**config.mk**
```make
export PLATFORM = sky130hd
export DESIGN_NAME = muldiv_issue
export DESIGN_NICKNAME = d
export VERILOG_FILES = /design/src/rtl/muldiv_issue_pkg.sv /design/src/rtl/muldiv_fixup.sv /design/src/rtl/muldiv_issue.sv
export SDC_FILE = /design/constraint.sdc
export NUM_CORES = 1
export LEC_CHECK = 0
export CELL_PAD_IN_SITES_DETAIL_PLACEMENT = 1
export CELL_PAD_IN_SITES_GLOBAL_PLACEMENT = 2
export CORE_ASPECT_RATIO = 0.6
export CORE_MARGIN = 5
export CORE_UTILIZATION = 30
export CTS_CLUSTER_DIAMETER = 100
export DETAILED_ROUTE_END_ITERATION = 8
export PLACE_DENSITY = 0.79
export SETUP_SLACK_MARGIN = 0.05
export SLEW_MARGIN = 0
export SYNTH_ARGS = -nofsm -noshare
export SYNTH_HDL_FRONTEND = slang
export SYNTH_SLANG_ARGS = --single-unit
```
**constraint.sdc**
```tcl
create_clock -name clk -period 4.9 [get_ports clk]
set_input_delay 1.225 -clock clk [delete_from_list [all_inputs] [get_ports clk]]
set_output_delay 1.225 -clock clk [all_outputs]
set_load 0.01 [all_outputs]
```
**src/rtl/muldiv_issue_pkg.sv**
```systemverilog
// rtl/muldiv_issue_pkg.sv - shared funct3 codes, FSM states and operand-sign helpers for the M-op issue logic.
package muldiv_issue_pkg;

   typedef enum logic [2:0] {
      ST_IDLE   = 3'd0,
      ST_LAUNCH = 3'd1,
      ST_WAIT   = 3'd2,
      ST_DONE   = 3'd3,
      ST_DRAIN  = 3'd4
   } state_t;

   localparam logic [2:0] F3_MUL    = 3'd0;
   localparam logic [2:0] F3_MULH   = 3'd1;
   localparam logic [2:0] F3_MULHSU = 3'd2;
   localparam logic [2:0] F3_MULHU  = 3'd3;
   localparam logic [2:0] F3_DIV    = 3'd4;
   localparam logic [2:0] F3_DIVU   = 3'd5;
   localparam logic [2:0] F3_REM    = 3'd6;
   localparam logic [2:0] F3_REMU   = 3'd7;

   localparam logic [31:0] INT_MIN = 32'h8000_0000;

   function automatic logic signed_a(input logic [2:0] f3);
      return (f3 == F3_MULH) || (f3 == F3_MULHSU) || (f3 == F3_DIV) || (f3 == F3_REM);
   endfunction

   function automatic logic signed_b(input logic [2:0] f3);
      return (f3 == F3_MULH) || (f3 == F3_DIV) || (f3 == F3_REM);
   endfunction

endpackage

```
**src/rtl/muldiv_fixup.sv**
```systemverilog
// rtl/muldiv_fixup.sv - restores signs on the raw unsigned unit output and selects the 32-bit rd value.
module muldiv_fixup
   import muldiv_issue_pkg::*;
(
   input  logic [2:0]  funct3,
   input  logic        neg_a,
   input  logic        neg_b,
   input  logic [63:0] raw,
   output logic [31:0] result
);

   logic [63:0] prod;
   logic [31:0] quot;
   logic [31:0] rem;

   // Quotient sign follows both operands; remainder sign follows the dividend.
   always_comb begin
      prod = (neg_a ^ neg_b) ? (~raw + 64'd1) : raw;
      quot = (neg_a ^ neg_b) ? (~raw[31:0] + 32'd1) : raw[31:0];
      rem  = neg_a ? (~raw[63:32] + 32'd1) : raw[63:32];
      case (funct3)
         F3_MUL:                       result = prod[31:0];
         F3_MULH, F3_MULHSU, F3_MULHU: result = prod[63:32];
         F3_DIV, F3_DIVU:              result = quot;
         default:                      result = rem;
      endcase
   end

endmodule

```
**src/rtl/muldiv_issue.sv**
```systemverilog
// rtl/muldiv_issue.sv - EX-stage requester for the multDiv unit: launch, stall, sign fixup, corner cases.
// Optional MULDIV_RESULT_CACHE_EN keeps the last completed {mode, |A|, |B|, md_out} to skip repeat launches.
module muldiv_issue
   import muldiv_issue_pkg::*;
#(
   parameter int XLEN       = 32,
   parameter int MD_LATENCY = 32
) (
   input  logic              clk,
   input  logic              rst_n,
   input  logic              op_valid,
   input  logic [2:0]        op_funct3,
   input  logic [XLEN-1:0]   op_a,
   input  logic [XLEN-1:0]   op_b,
   input  logic              op_kill,
   output logic              stall,
   output logic [XLEN-1:0]   result,
   output logic              result_valid,
   output logic              md_valid,
   output logic              md_mode,
   output logic [XLEN-1:0]   md_a,
   output logic [XLEN-1:0]   md_b,
   input  logic              md_ready,
   input  logic [2*XLEN-1:0] md_out
);

   state_t            state_q, state_d;
   logic [2:0]        f3_q;
   logic              neg_a_q, neg_b_q, mode_q;
   logic [XLEN-1:0]   mag_a_q, mag_b_q;
   logic [2*XLEN-1:0] raw_q;
   logic              special_q;
   logic [XLEN-1:0]   special_val_q;
   logic [7:0]        wait_cnt_q;

   logic              neg_a_c, neg_b_c, mode_c;
   logic [XLEN-1:0]   mag_a_c, mag_b_c;
   logic              special_c;
   logic [XLEN-1:0]   special_val_c;
   logic              hit_c;
   logic [2*XLEN-1:0] hit_out;
   logic              accept;
   logic [XLEN-1:0]   fix_result;

   always_comb begin
      neg_a_c       = op_a[XLEN-1] & signed_a(op_funct3);
      neg_b_c       = op_b[XLEN-1] & signed_b(op_funct3);
      mag_a_c       = neg_a_c ? (~op_a + 32'd1) : op_a;
      mag_b_c       = neg_b_c ? (~op_b + 32'd1) : op_b;
      mode_c        = op_funct3[2];
      special_c     = 1'b0;
      special_val_c = '0;
      // funct3[1] separates the REM family from the DIV family.
      if (mode_c && (op_b == '0)) begin
         special_c     = 1'b1;
         special_val_c = op_funct3[1] ? op_a : '1;
      end else if (((op_funct3 == F3_DIV) || (op_funct3 == F3_REM)) &&
                   (op_a == INT_MIN) && (op_b == '1)) begin
         special_c     = 1'b1;
         special_val_c = op_funct3[1] ? '0 : INT_MIN;
      end
   end

   assign accept = (state_q == ST_IDLE) && op_valid && !op_kill;

`ifdef MULDIV_RESULT_CACHE_EN
   logic              cache_valid_q;
   logic              cache_mode_q;
   logic [XLEN-1:0]   cache_a_q, cache_b_q;
   logic [2*XLEN-1:0] cache_out_q;

   assign hit_c   = cache_valid_q && (cache_mode_q == mode_c) &&
                    (cache_a_q == mag_a_c) && (cache_b_q == mag_b_c);
   assign hit_out = cache_out_q;

   // A kill coinciding with md_ready counts as drained, so it never fills the cache.
   always_ff @(posedge clk or negedge rst_n) begin
      if (!rst_n) begin
         cache_valid_q <= 1'b0;
         cache_mode_q  <= 1'b0;
         cache_a_q     <= '0;
         cache_b_q     <= '0;
         cache_out_q   <= '0;
      end else if ((state_q == ST_WAIT) && md_ready && !op_kill) begin
         cache_valid_q <= 1'b1;
         cache_mode_q  <= mode_q;
         cache_a_q     <= mag_a_q;
         cache_b_q     <= mag_b_q;
         cache_out_q   <= md_out;
      end
   end
`else
   assign hit_c   = 1'b0;
   assign hit_out = '0;
`endif

   always_ff @(posedge clk or negedge rst_n) begin
      if (!rst_n) state_q <= ST_IDLE;
      else        state_q <= state_d;
   end

   always_comb begin
      state_d = state_q;
      case (state_q)
         ST_IDLE:   if (accept) state_d = (special_c || hit_c) ? ST_DONE : ST_LAUNCH;
         ST_LAUNCH: state_d = op_kill ? ST_DRAIN : ST_WAIT;
         ST_WAIT: begin
            if (md_ready)     state_d = op_kill ? ST_IDLE : ST_DONE;
            else if (op_kill) state_d = ST_DRAIN;
         end
         ST_DONE:   state_d = ST_IDLE;
         ST_DRAIN:  if (md_ready) state_d = ST_IDLE;
         default:   state_d = ST_IDLE;
      endcase
   end

   always_ff @(posedge clk or negedge rst_n) begin
      if (!rst_n) begin
         f3_q          <= '0;
         neg_a_q       <= 1'b0;
         neg_b_q       <= 1'b0;
         mode_q        <= 1'b0;
         mag_a_q       <= '0;
         mag_b_q       <= '0;
         raw_q         <= '0;
         special_q     <= 1'b0;
         special_val_q <= '0;
      end else if (accept) begin
         f3_q          <= op_funct3;
         neg_a_q       <= neg_a_c;
         neg_b_q       <= neg_b_c;
         mode_q        <= mode_c;
         mag_a_q       <= mag_a_c;
         mag_b_q       <= mag_b_c;
         raw_q         <= hit_out;
         special_q     <= special_c;
         special_val_q <= special_val_c;
      end else if ((state_q == ST_WAIT) && md_ready) begin
         raw_q <= md_out;
      end
   end

   muldiv_fixup u_fixup (
      .funct3 (f3_q),
      .neg_a  (neg_a_q),
      .neg_b  (neg_b_q),
      .raw    (raw_q),
      .result (fix_result)
   );

   always_comb begin
      md_valid     = (state_q == ST_LAUNCH);
      md_mode      = md_valid ? mode_q  : 1'b0;
      md_a         = md_valid ? mag_a_q : '0;
      md_b         = md_valid ? mag_b_q : '0;
      result_valid = (state_q == ST_DONE) && !op_kill;
      result       = result_valid ? (special_q ? special_val_q : fix_result) : '0;
      stall        = rst_n && op_valid && !result_valid;
   end

   // Watchdog on the unit handshake, bounded well above its nominal latency.
   always_ff @(posedge clk or negedge rst_n) begin
      if (!rst_n)                    wait_cnt_q <= '0;
      else if (state_q != ST_WAIT)   wait_cnt_q <= '0;
      else if (wait_cnt_q != 8'hFF)  wait_cnt_q <= wait_cnt_q + 8'd1;
   end

   a_wait_bound: assert property (@(posedge clk) disable iff (!rst_n)
      (state_q == ST_WAIT) |-> (int'(wait_cnt_q) <= 2 * MD_LATENCY + 4));

endmodule

```
==> results.md, run 1 <==
- Synth Flop Type: dfrtp_1
- Synth unique cells: 76
- Max Fanout on Critical Path: 5
- Initial DRC count: 954
- Place WS: 0.0398 ns
- Footprint of the multi-input gates: 7500 sq um
- Num CTS Buffers: 17
- Pin count of the biggest net entering global routing: 77
- Global-route wire length before repair: around 84000 microns
- Worst hold path depth: 2
- Arrival time of the worst setup path: ~3.5 ns
- Via density: 5.60
- Mapped Cells: approximately 1600
- Clock skew: 0.0108 ns
- Final Instance Area: 16200 sq um
- Ys async rst share: 100%
- Row count: 57
- Total power draw: 7.28 mW
- IO Count: 236
- Chip Height: 166 microns
- RSZ-0062 raised after global routing: true
- Placeable Area: just over 40000 sq um
- GRT overflow: 0
- Startpoint Class: register
- Commonest non-fill, non-tap cell in the layout: nand2_1
- Worst-Margin Slew: between 0.9 and 1 ns
- Post-Syn Nets: between 1500 and 2000
- Starting Density: 30.2%
- Setup ws final: 0.151 ns
- Hold Vio Cnt, Final: 0
- Final Non-Filler Cells: between 2000 and 2500
- Area delta synth->final: 33.2%
- Number of global-route vias before repair: 13752
- # DRC: 0
- Critical path endpoint category: output pin
- Fmax: 211 MHz
- Final Routed Wirelength: 54900 microns
- Post-synthesis sequential area ratio: roughly a third
- Slew headroom: 39.6%
- GRT Util Overall: 23.8%
- Status: finished clean
- Clock Sinks: 169
- Die X: 270 microns
- Final min period: 4.75 ns
- Power per cell area: roughly 450 nW/um^2
- Peak supply drop: 0.235 mV
- DP Area: 15400 sq um
- Net count, final: between 1500 and 2000
- Clk buf depth: 2
- Worst min path class: reg2reg
- Period utilization: 96.9%
- Final setup fails: 0
- Yosys reg bits: 169
- Cells after DPL: 2308
- Pre-antenna DRT Iters: 5
- H-tree Lvls: 4
- Antenna cells: 0
- Post-Syn Area: 12200 sq um
- GPL Wtd Cong: roughly 0.89
- Storage cell area: roughly 4200 sq um
- Antenna violations before repair: 2
- DR WL/cell: 23.4 microns
- Layout cells sized above 1: 10.8%
- TritonCTS clock tree: done
- CP Class: reg2out
- Root buf cell: clkbuf_16
- EDFF count, synth: 0
- Pleak: 6.40 nW
- Filler cells: 4809
- Slew Viols, Final: 0
- Clk_lat worst skew: 0.45 ns
- Avg Inst Size Synth: 7.61 sq um
- Fin Setup TNS: 0 ns
- Ys Warns: 0
- Port buffer count: 235
- Clock slew at reported path FFs: 0.07 ns
- Die area: 44800 sq um
- Final HPWL DP: 41600 microns
- Vias: 13148
- Commonest cells after routing, fill and taps aside: nand2_1 (285), clkdlybuf4s50_1 (221), o21ai_0 (179)
- FF-to-FF path depth: 5
- Max-cap violations: 0
- CP Data Required Time: 3.67 ns
- Post-DRT Antenna Nets: 0
-- worst max-delay path, cell delays in order (launching register included) --
cell and delay (ns):
dfrtp_1 0.42, inv_2 0.11, ha_4 0.16, or4b_4 0.52, or4_4 0.60, o41ai_4 0.23
xor2_1 0.20, o221ai_1 0.14, a21o_1 0.23, clkdlybuf4s50_1 0.47
-- layout make-up --
type	instances	share of cell area (%)
Sequential cell	169	26.1
Clock inverter	12	1.02
Multi-Input combinational cell	1266	46.3
Timing Repair Buffer	332	19.3
Clock buffer	20	2.70
Inverter	19	0.440
Tap cell	531	4.10
-- registers in the layout (all words and copies together), names as in the netlist --
name,count
neg_b_q,1
mag_b_q,32
special_val_q,32
f3_q,3
raw_q,64
neg_a_q,1
mag_a_q,32
state_q,3
special_q,1
-- timing repair --
action | CTS | global route
gates resized for setup | 30 | 25
pin swaps | 4 | 3
setup buffers | 5 | 3
cloned | 1 | 0
endpoints found under the setup margin | 21 | 21
hold endpoints to repair | 0 | 0
hold buffers | 0 | 0
-- cells by family (layout without fill, tap and decap cells) --
| group | count (synthesis) | count (layout) | share of synthesized area (%) |
|---|---|---|---|
| buffers and inverters | 164 | 383 | 5.36 |
| flip-flops | 169 | 169 | 34.8 |
| XOR/XNOR | 101 | 101 | 7.27 |
| adder cells (fa/ha/maj) | 5 | 5 | 0.514 |
| multiplexers | 19 | 19 | 1.64 |
| AND/OR/NAND/NOR | 669 | 670 | 26.9 |
| AO/OA/AOI/OAI | 471 | 471 | 23.5 |
-- power breakdown --
group          leakage (nW)  internal [mW]  switching (mW)  total, mW
Combinational          3.88           1.45            2.37       3.82
Clock                 0.293          0.815           0.650       1.46
Sequential             2.23           1.68           0.318       2.00
-- worst paths after layout --
check                            start          end  slack [ns]
min in group asynchronous        rst_n   mag_b_q[5]        0.99
min reg2reg                mag_a_q[16]  mag_a_q[16]        0.48
max reg2reg                 state_q[0]     raw_q[5]        2.65
max in group asynchronous        rst_n    raw_q[36]        2.47
min                        mag_a_q[16]  mag_a_q[16]        0.48
max                          raw_q[32]   result[28]        0.15
-- Yosys cell counts, types with 16 or more instances --
cell | instances | area share [%]
a21oi_1 | 123 | 5.1
nand4_1 | 25 | 1.3
o31ai_1 | 21 | 1.3
clkbuf_1 | 126 | 3.9
and2_1 | 70 | 3.6
nor3_1 | 42 | 1.7
a31oi_1 | 31 | 1.6
inv_1 | 18 | 0.56
xnor2_1 | 55 | 4.0
nand3_1 | 31 | 1.3
nor4_1 | 32 | 1.6
nor2_1 | 94 | 2.9
xor2_1 | 46 | 3.3
o21ai_0 | 180 | 7.4
dfrtp_1 | 169 | 35
nand2_1 | 285 | 8.8
or3_1 | 16 | 0.82
-- metrics by stage --
| step | utilization, % | hold WS [ns] |
|---|---|---|
| after detailed placement | 38.2 | 0.463 |
| after global routing | 40.3 | 0.501 |
| final | 40.3 | 0.477 |
| after CTS | 40.0 | 0.479 |
| after global placement | 38.2 | 0.455 |
| after floorplan | - | 0.441 |
-- layer usage --
metal,part of all wire [%],track usage (%)
met1,48,34.9
met2,43,35.4
met3,6.4,5.30
met4,2.4,6.17
met5,0.056,0
Power figures use the tool's default switching activity.
==> inputs of run 2 (changes only) <==
--- a/config.mk
+++ b/config.mk
@@ -5,11 +5,12 @@
 export SDC_FILE = /design/constraint.sdc
 export NUM_CORES = 1
 export LEC_CHECK = 0
+export ABC_AREA = 1
 export CELL_PAD_IN_SITES_DETAIL_PLACEMENT = 1
 export CELL_PAD_IN_SITES_GLOBAL_PLACEMENT = 2
 export CORE_ASPECT_RATIO = 0.6
 export CORE_MARGIN = 5
-export CORE_UTILIZATION = 30
+export CORE_UTILIZATION = 28
 export CTS_CLUSTER_DIAMETER = 100
 export DETAILED_ROUTE_END_ITERATION = 8
 export PLACE_DENSITY = 0.79
==> run 2 against run 1 <==
Effect of this change:
- hold slack better by 0.0089 ns
- flip-flop and latch count unchanged
- synthesized area rose by 3.4%
- cell area shrank 0.30%
- total power rose by 87%
- via count increased by 8.5%
- largest power group unchanged
- highest routed layer is now met4
- register-to-register slack gained 0.12 ns
- non-clock buffer count decreased by 69
- clock-buffer cell count unchanged
- clock skew shrank 0.0017 ns
==> results.md, run 2 <==
- Max-cap violations: 0 (unchanged)
- Commonest non-fill, non-tap cell in the layout: nand2_1 (unchanged)
- Post-synthesis sequential area ratio: 33.6% (was 34.8%)
- Clock Sinks: 169 (unchanged)
- Area delta synth->final: 28.5% (was 33.2%)
- RSZ-0062 raised after global routing: true (unchanged)
- Final HPWL DP: 46000 microns (was 41600 microns)
- Via density: 5.13 (was 5.60)
- Startpoint Class: register (unchanged)
- Fmax: 207 MHz (was 211 MHz)
- Post-synth top area cell: dfrtp_1 (unchanged)
- DR WL/cell: 21.1 microns (was 23.4 microns)
- Synth unique cells: 49 (was 76)
- Final Non-Filler Cells: 2781 (was 2349)
- Ys Warns: 0 (unchanged)
- Synth top cells by count: nand2_1 (482), nor2_1 (284), o21ai_0 (253) (was nand2_1 (285), o21ai_0 (180), dfrtp_1 (169))
- DP Area: 15600 sq um (was 15400 sq um)
- Starting Density: 28.2% (was 30.2%)
- Slew Viols, Final: 0 (unchanged)
- Row count: 60 (was 57)
- Synth top area share: 33.6% (was 34.8%)
- Antenna violations before repair: 3 (was 2)
- Status: finished clean (unchanged)
- Clock slew at reported path FFs: 0.07 ns (about the same)
- Net count, final: 2318 (was 1946)
- Num CTS Buffers: 17 (unchanged)
- Cells after DPL: 2747 (was 2308)
- Post-CTS setup buffer count: 0 (was 5)
- Layout cells sized above 1: 6.58% (was 10.8%)
- Setup ws final: 0.0624 ns (was 0.151 ns)
- Avg Inst Size Synth: 6.35 sq um (was 7.61 sq um)
- Worst min path class: reg2reg (unchanged)
- Die X: 284 microns (was 270 microns)
- Chip Height: 174 microns (was 166 microns)
- H-tree Lvls: 4 (unchanged)
- IO Count: 236 (unchanged)
- Post-DRT Antenna Nets: 0 (unchanged)
- Post-Syn Area: 12600 sq um (was 12200 sq um)
- Place WS: 0.425 ns (was 0.0398 ns)
- Die area: 49400 sq um (was 44800 sq um)
- CP Data Required Time: 3.67 ns (about the same)
- GRT Util Overall: 23.2% (was 23.8%)
- Mapped Cells: 1980 (was 1598)
- Global-route wire length before repair: 89000 microns (was 84100 microns)
- Post-Syn Nets: 2121 (was 1739)
- Ys async rst share: 100% (unchanged)
- Worst hold margin: 0.486 ns (was 0.477 ns)
- Clk buf depth: 2 (unchanged)
- Pre-antenna DRT Iters: 5 (unchanged)
- # DRC: 0 (unchanged)
- GPL Wtd Cong: 0.953 (was 0.886)
- Synth Flop Type: dfrtp_1 (unchanged)
- Placeable Area: 44600 sq um (was 40200 sq um)
- Pin count of the biggest net entering global routing: 134 (was 77)
- Max Fanout on Critical Path: 6 (was 5)
- Clk_lat worst skew: 0.46 ns (was 0.45 ns)
- Filler cells: 5722 (was 4809)
- Critical path endpoint category: output pin (unchanged)
- GRT overflow: 0 (unchanged)
- Root buf cell: clkbuf_16 (unchanged)
- Peak supply drop: 0.315 mV (was 0.235 mV)
- Arrival time of the worst setup path: 3.61 ns (was 3.52 ns)
- Final Routed Wirelength: 58800 microns (was 54900 microns)
- Synth top area cells: dfrtp_1 (34%), nand2_1 (14%), o21ai_0 (10%) (was dfrtp_1 (35%), nand2_1 (8.8%), o21ai_0 (7.4%))
- Final min period: 4.84 ns (was 4.75 ns)
- Number of flip-flops in the largest register: 64 (unchanged)
- Initial DRC count: 1254 (was 954)
- Period utilization: 98.7% (was 96.9%)
- Port buffer count: 235 (unchanged)
- Commonest cells after routing, fill and taps aside: nand2_1 (482), nor2_1 (282), o21ai_0 (253) (was nand2_1 (285), clkdlybuf4s50_1 (221), o21ai_0 (179))
- Final Instance Area: 16200 sq um (about the same)
- Largest Register: raw_q (unchanged)
- FF-to-FF setup slack: 2.77 ns (was 2.65 ns)
- Slew headroom: 32.4% (was 39.6%)
- TritonCTS clock tree: done (unchanged)
- Pleak: 7.23 nW (was 6.40 nW)
- EDFF count, synth: 0 (unchanged)
- Fin Setup TNS: 0 ns (unchanged)
- Yosys reg bits: 169 (unchanged)
- Power per cell area: 842 nW/um^2 (was 450 nW/um^2)
- Worst-Margin Slew: 1.01 ns (was 0.906 ns)
- Vias: 14263 (was 13148)
- Most numerous cell in the Yosys netlist: nand2_1 (unchanged)
- CP Class: reg2out (unchanged)
- Hold Vio Cnt, Final: 0 (unchanged)
- Final setup fails: 0 (unchanged)
- Number of global-route vias before repair: 14456 (was 13752)
- Clock skew: 0.00909 ns (was 0.0108 ns)
## run 2: changes by cell type in the layout (fill, tap and decap cells not counted), moves of 70 or more
| cell | before | now |
|---|---|---|
| inv_1 | 16 | 214 |
| nor2_1 | 91 | 282 |
| nand3_1 | 30 | 154 |
| and2_1 | 70 | 0 |
| o21ai_0 | 179 | 253 |
| nand2_1 | 285 | 482 |
## run 2: worst max-delay path: stages, from the launching register on
cell and delay [ns]:
dfrtp_1 0.46, nor2_1 0.31, nand2_1 0.13, o21ai_1 0.44
a21boi_2 0.53, nand3_1 0.14, nand3_1 0.12, nand2_1 0.05
o21ai_1 0.37, inv_1 0.10, clkdlybuf4s50_1 0.50
## run 2: path summary, 6_finish.rpt
kind,start,end,cells past startpoint
max,raw_q[29],result[24],10
min,special_val_q[30],special_val_q[30],2
max reg2reg,state_q[2],raw_q[0],7
min reg2reg,special_val_q[30],special_val_q[30],2
max in group asynchronous,rst_n,mag_b_q[4],3
min in group asynchronous,rst_n,raw_q[5],1
## run 2: final cells by class
cell class	count	area, sq um	share of cell area (%)
Timing Repair Buffer	263	2600	16.1
Multi-Input combinational cell	1497	7140	44.2
Sequential cell	169	4230	26.2
Clock inverter	12	134	0.829
Clock buffer	20	447	2.77
Antenna cell	2	5.00	0.0310
Inverter	229	860	5.32
Tap cell	589	737	4.56
## run 2: through the flow
stage                     utilization, %  power (mW)
after global placement              34.9        11.8
final                               36.2        13.6
after floorplan                        -        8.16
after global routing                36.2        14.6
after detailed placement            34.9        11.9
after CTS                           36.2        13.4
## run 2: cell families after synthesis
logic type	count (synthesis)	synth area share, %
simple gates	1044	36.0
compound gates	406	17.0
buf+inv	314	9.90
flops	169	33.6
xor+xnor	42	2.93
fa+ha+maj	5	0.498
## run 2: power by group
| group | leakage [nW] | internal (mW) | switching (mW) |
|---|---|---|---|
| registers | 2.23 | 1.92 | 0.503 |
| clock network | 0.277 | 0.731 | 0.683 |
| logic | 4.72 | 2.79 | 6.98 |
| total | 7.23 | 5.44 | 8.17 |
## run 2: what timing repair did
item                                   4_1_cts  5_1_grt
endpoints found under the hold margin        0        0
resized for setup                            0        2
setup endpoints to repair                    0        2
hold buffers                                 0        0
## run 2: layer usage
| layer | GRT usage [%] | part of all wire (%) | routed length, microns | vias up |
|---|---|---|---|---|
| met2 | 34.7 | 42 | 24600 | 398 |
| met4 | 4.20 | 0.98 | 575 | 0 |
| met1 | 35.2 | 51 | 29800 | 7045 |
| met5 | 0 | 0 | 0 | - |
| met3 | 4.27 | 6.4 | 3780 | 34 |
| li1 | - | - | - | 6786 |
